## src/rtl/alu_shift_seq.sv

```systemverilog
// Multi-cycle shift sequencer: repeats a single-bit alu_shift opcode N times,
// chaining result and carry back through the combinational shift unit.
module alu_shift_seq #(
  parameter int data_wl = 16,
  parameter int op_wl   = 8,
  parameter int cnt_wl  = 4
) (
  input  logic               clk,
  input  logic               rst,
  input  logic               start_in,
  input  logic [op_wl-1:0]   op_in,
  input  logic [data_wl-1:0] b_in,
  input  logic [cnt_wl-1:0]  amt_in,
  input  logic               c_flag_in,
  input  logic               z_flag_in,
  input  logic               s_flag_in,
  input  logic               ovr_flag_in,
  output logic [op_wl-1:0]   sh_op_out,
  output logic [data_wl-1:0] sh_b_out,
  output logic               sh_c_flag_out,
  input  logic [data_wl-1:0] sh_c_in,
  input  logic               sh_c_flag_in,
  input  logic               sh_z_flag_in,
  input  logic               sh_s_flag_in,
  input  logic               sh_op_active_in,
  output logic [data_wl-1:0] c_out,
  output logic               z_flag_out,
  output logic               s_flag_out,
  output logic               c_flag_out,
  output logic               ovr_flag_out,
  output logic               busy_out,
  output logic               done_out,
  output logic               err_out
);

  typedef enum logic [1:0] {IDLE, SHIFT, DONE} state_t;

  state_t               state_q, state_d;
  logic [op_wl-1:0]     op_q, op_d;
  logic [data_wl-1:0]   work_q, work_d;
  logic                 carry_q, carry_d;
  logic                 ovr_q, ovr_d;
  logic [cnt_wl-1:0]    cnt_q, cnt_d;
  logic                 err_q, err_d;
  logic [data_wl-1:0]   res_q, res_d;
  logic                 zo_q, zo_d;
  logic                 so_q, so_d;
  logic                 co_q, co_d;

  // Incoming z/s are superseded by the result; kept on the port for decode symmetry.
  logic unused_flags;
  assign unused_flags = z_flag_in ^ s_flag_in;

  always_comb begin
    state_d       = state_q;
    op_d          = op_q;
    work_d        = work_q;
    carry_d       = carry_q;
    ovr_d         = ovr_q;
    cnt_d         = cnt_q;
    err_d         = err_q;
    res_d         = res_q;
    zo_d          = zo_q;
    so_d          = so_q;
    co_d          = co_q;
    sh_op_out     = '0;
    sh_b_out      = '0;
    sh_c_flag_out = 1'b0;
    case (state_q)
      IDLE: begin
        if (start_in) begin
          op_d    = op_in;
          work_d  = b_in;
          carry_d = c_flag_in;
          ovr_d   = ovr_flag_in;
          cnt_d   = amt_in;
          err_d   = 1'b0;
          if (amt_in == '0) begin
            state_d = DONE;
            res_d   = b_in;
            zo_d    = (b_in == '0);
            so_d    = b_in[data_wl-1];
            co_d    = c_flag_in;
          end else begin
            state_d = SHIFT;
          end
        end
      end
      SHIFT: begin
        sh_op_out     = op_q;
        sh_b_out      = work_q;
        sh_c_flag_out = carry_q;
        if (sh_op_active_in) begin
          work_d  = sh_c_in;
          carry_d = sh_c_flag_in;
          cnt_d   = cnt_q - cnt_wl'(1);
          if (cnt_q == cnt_wl'(1)) begin
            state_d = DONE;
            res_d   = sh_c_in;
            zo_d    = sh_z_flag_in;
            so_d    = sh_s_flag_in;
            co_d    = sh_c_flag_in;
          end
        end else begin
          // Unit rejected the opcode; only the first step can see this.
          state_d = DONE;
          err_d   = 1'b1;
          res_d   = '0;
          zo_d    = 1'b1;
          so_d    = 1'b0;
          co_d    = 1'b0;
        end
      end
      DONE:    state_d = IDLE;
      default: state_d = IDLE;
    endcase
  end

  always_ff @(posedge clk) begin
    if (rst) begin
      state_q <= IDLE;
      op_q    <= '0;
      work_q  <= '0;
      carry_q <= 1'b0;
      ovr_q   <= 1'b0;
      cnt_q   <= '0;
      err_q   <= 1'b0;
      res_q   <= '0;
      zo_q    <= 1'b0;
      so_q    <= 1'b0;
      co_q    <= 1'b0;
    end else begin
      state_q <= state_d;
      op_q    <= op_d;
      work_q  <= work_d;
      carry_q <= carry_d;
      ovr_q   <= ovr_d;
      cnt_q   <= cnt_d;
      err_q   <= err_d;
      res_q   <= res_d;
      zo_q    <= zo_d;
      so_q    <= so_d;
      co_q    <= co_d;
    end
  end

  assign c_out        = res_q;
  assign z_flag_out   = zo_q;
  assign s_flag_out   = so_q;
  assign c_flag_out   = co_q;
  assign ovr_flag_out = ovr_q;
  assign busy_out     = (state_q != IDLE);
  assign done_out     = (state_q == DONE);
  assign err_out      = (state_q == DONE) & err_q;

endmodule
```

## config.mk

```make
export PLATFORM = sky130hd
export DESIGN_NAME = alu_shift_seq
export DESIGN_NICKNAME = d
export VERILOG_FILES = /design/src/rtl/alu_shift_seq.sv
export SDC_FILE = /design/constraint.sdc
export NUM_CORES = 1
export LEC_CHECK = 0
export ABC_AREA = 1
export CAP_MARGIN = 10
export CORE_MARGIN = 4
export CORE_UTILIZATION = 30
export DETAILED_ROUTE_END_ITERATION = 6
export GPL_TIMING_DRIVEN = 0
export HOLD_SLACK_MARGIN = 0.03
export PLACE_DENSITY_LB_ADDON = 0.15
export SLEW_MARGIN = 5
export SYNTH_ARGS = -nofsm -noshare
export SYNTH_HDL_FRONTEND = slang
export SYNTH_SLANG_ARGS = --single-unit
```

## constraint.sdc

```tcl
create_clock -name clk -period 1.8 [get_ports clk]
set_input_delay 0.36 -clock clk [delete_from_list [all_inputs] [get_ports clk]]
set_output_delay 0.36 -clock clk [all_outputs]
set_load 0.01 [all_outputs]
```

==> summary.txt <==
Timing
  • Final hold viol count: 0
  • Fmax: 559 MHz
  • Final setup vio count: 0
  • Final setup margin: 12.5 ps
  • Worst-Margin Slew: 468 ps
  • Relative slew slack: 68.8%
  • Tcrit/Tclk final: 99.3%
  • Max-slew violations: 0
  • RSZ-0062 raised after global routing: yes
  • Minimum clock period: 1790 ps
  • Clock skew: 9.39 ps
  • Setup TNS: 0 ps

Placement
  • Detailed Place HPWL: 6.43 mm
  • PortBufs: 100
  • Pre-CTS setup slack: -475 ps
  • Placer congestion estimate: 0.841

Critical path
  • CP delay by family, top: buffers and inverters
  • Crit path cell chain: nor2_2, inv_2, clkdlybuf4s50_1
  • Arrival time at the worst endpoint: 1430 ps
  • CP Capture Type: output port
  • Critical path fanouts, max: 4
  • Slowest cell on crit path: clkdlybuf4s50_1
  • CP Launch Type: flop
  • WS Path Type: flop to output port
  • Largest stage delay, worst path: 530 ps
  • WP buf/inv: 2
  • Critical path data required time: 1440 ps

Routing
  • Wirelength, routed: 8.24 mm
  • Residual DRC: 0
  • Avg WL per Cell: 13.9 um
  • Via count: 2736
  • Initial DRT Pass Iterations: 4
  • DRT iter0 DRCs: 106
  • Vias per std cell: 4.61
  • Antenna viol nets, final: 0

CTS
  • Clock transition at path regs: 100 ps
  • Clock buffer depth: 2
  • Clock sinks: 52
  • Clk Latency, worst-skew pair: 300 ps
  • CTS tree: done
  • CTS Buf Count: 5
  • CTS HTree Levels: 2
  • CTS Root Cell: clkbuf_8
  • CTS Hold Bufs: 0

Die
  • CORE AREA: 0.00830 mm2
  • Die Width: 101 um
  • Die height: 101 um
  • Row cnt: 33
  • Initial Util: 31.0%
  • Top-level port count: 103
  • DIE AREA: 0.0101 mm2

Global route
  • Antenna violations before repair: 0
  • Vias in the first global route: 2633
  • Total GRT Usage: 16.2%
  • Grt total ovfl: 0
  • Largest net degree at the start of global routing: 15
  • First-pass GRT wire length: 12.9 mm

Yosys
  • Yosys warnings: 0
  • Synth unique cells: 27
  • Synth Net Count: 436
  • Syn_area_per_cell: 6.79 um2
  • Post-Syn Area: 0.00257 mm2
  • Synthesized instance count: 379
  • Register area share after synthesis: 40.4%
  • Synth Register Bits: 52

Power
  • Max VDD drop: 0.418 mV
  • Pwr/cell area: 949 mW/mm2
  • Leak: 1.60 nW
  • Overall Power: 0.00357 W

Outcome
  • Status: completed

Final layout
  • Final core occ: 45.3%
  • Area Overhead vs Synth: 46.0%
  • # diodes: 0
  • Nets@finish: 544
  • Share of cells above drive strength 1: 12.1%

Worst hold path
  • Hold Crit Class: flop to flop

Run
  • Maxcap violations: 0
[cell usage after synthesis (all sizes together)]
| library cell | n | area share [%] |
|---|---|---|
| nand2 | 73 | 12 |
| inv | 50 | 7.4 |
| xor2 | 2 | 0.68 |
| nor2 | 69 | 11 |
| o31ai | 5 | 1.5 |
| a21oi | 33 | 6.6 |
| nor3b | 1 | 0.29 |
| nand3 | 3 | 0.58 |
| a31oi | 8 | 1.9 |
| o22ai | 1 | 0.24 |
| o21ai | 59 | 12 |
| clkbuf | 8 | 1.2 |
| buf | 13 | 3.7 |
| dfxtp | 52 | 40 |
| ha | 2 | 0.97 |
[routing by layer]
layer  up-vias  GRT usage [%]  share of wire (%)
met5         -              0                  0
met4         0           5.70                1.9
met3        11           4.57                8.3
met2        93           23.9                 43
met1      1220           22.3                 47
li1       1412              -                  -
[cell usage in the layout (no fill, tap or decap)]
cell type	netlist	layout
nand2_1	67	67
clkdlybuf4s15_1	0	7
buf_4	2	4
a31oi_1	8	8
o21ai_2	1	1
inv_1	42	42
a21oi_1	32	32
a21oi_2	1	1
nand2_4	2	1
clkdlybuf4s50_1	0	73
inv_4	1	1
clkbuf_1	8	8
clkdlybuf4s15_2	0	1
buf_2	7	8
o21ai_1	1	1
nor2_1	65	64
nor3b_1	1	1
nand2_2	3	3
clkbuf_2	0	12
xor2_1	2	2
ha_1	2	2
o31ai_1	5	5
clkbuf_8	0	6
nor2_4	2	2
dfxtp_1	52	51
nand3_1	3	3
inv_2	7	7
dlygate4sd2_1	0	5
dfxtp_2	0	1
o21ai_0	57	57
o22ai_1	1	1
buf_6	4	6
nor2_2	2	3
nand2_8	1	2
[report_power, final]
| group | internal, W | leakage, nW | switching [W] |
|---|---|---|---|
| combinational | 0.000622 | 1.13 | 0.000809 |
| sequential | 0.00135 | 0.429 | 0.0000881 |
| clock | 0.000315 | 0.0455 | 0.000381 |
| total | 0.00229 | 1.60 | 0.00128 |
[cell type report]
| cell class | instances | area (um2) |
|---|---|---|
| Buffer | 20 | 135 |
| Fill cell | 886 | 4540 |
| Inverter | 50 | 190 |
| Multi-Input combinational cell | 256 | 1230 |
| Sequential cell | 52 | 1040 |
| Timing Repair Buffer | 102 | 941 |
| Clock buffer | 8 | 90.1 |
| Tap cell | 105 | 131 |
[through the flow]
stage	instance area (um2)	hold slack [ps]	cells
6_report	3760	460	593
2_1_floorplan	2570	422	379
4_1_cts	3800	462	592
3_3_place_gp	3710	439	584
3_5_place_dp	3710	447	584
5_1_grt	3760	480	593
[worst paths after layout]
| path | start | endpoint | slack [ps] | depth (start not counted) |
|---|---|---|---|---|
| min reg2reg | op_q[6]$_SDFFE_PP0P_ | op_q[6]$_SDFFE_PP0P_ | 460 | 2 |
| min | op_q[6]$_SDFFE_PP0P_ | op_q[6]$_SDFFE_PP0P_ | 460 | 2 |
| max | state_q[0]$_SDFFE_PP0P_ | busy_out | 10 | 3 |
| max reg2reg | state_q[1]$_SDFFE_PP0P_ | work_q[13]$_SDFFE_PP0P_ | 170 | 8 |
[repair_timing]
| action | 4_1_cts | 5_1_grt |
|---|---|---|
| cloned | 0 | 0 |
| resized for setup | 40 | 37 |
| setup buffers | 1 | 1 |
| setup endpoints to repair | 27 | 28 |
[cells by family (layout without fill, tap and decap cells)]
group	after synthesis	in the layout	share of synthesized area [%]
compound gates	106	106	21.8
xor+xnor	2	2	0.680
fa+ha+maj	2	2	0.972
buf+inv	71	180	12.2
flops	52	52	40.4
simple gates	146	146	23.9
[worst register-to-register path, cell delays in order, from the launching register on]
cell and delay [ps]:
dfxtp_1 380, inv_2 90, nand2_8 110, buf_4 190
inv_2 90, buf_4 190, o21ai_0 270, o21ai_0 140
a21oi_1 120
[sequential cells by signal, summed over array words and instances (netlist names)]
signal        flops
state_q           2
cnt_q             4
z_flag_out        1
op_q              8
s_flag_out        1
c_flag_out        1
carry_q           1
ovr_flag_out      1
err_q             1
work_q           16
c_out            16
No activity file was read; power rests on OpenSTA's default activity.
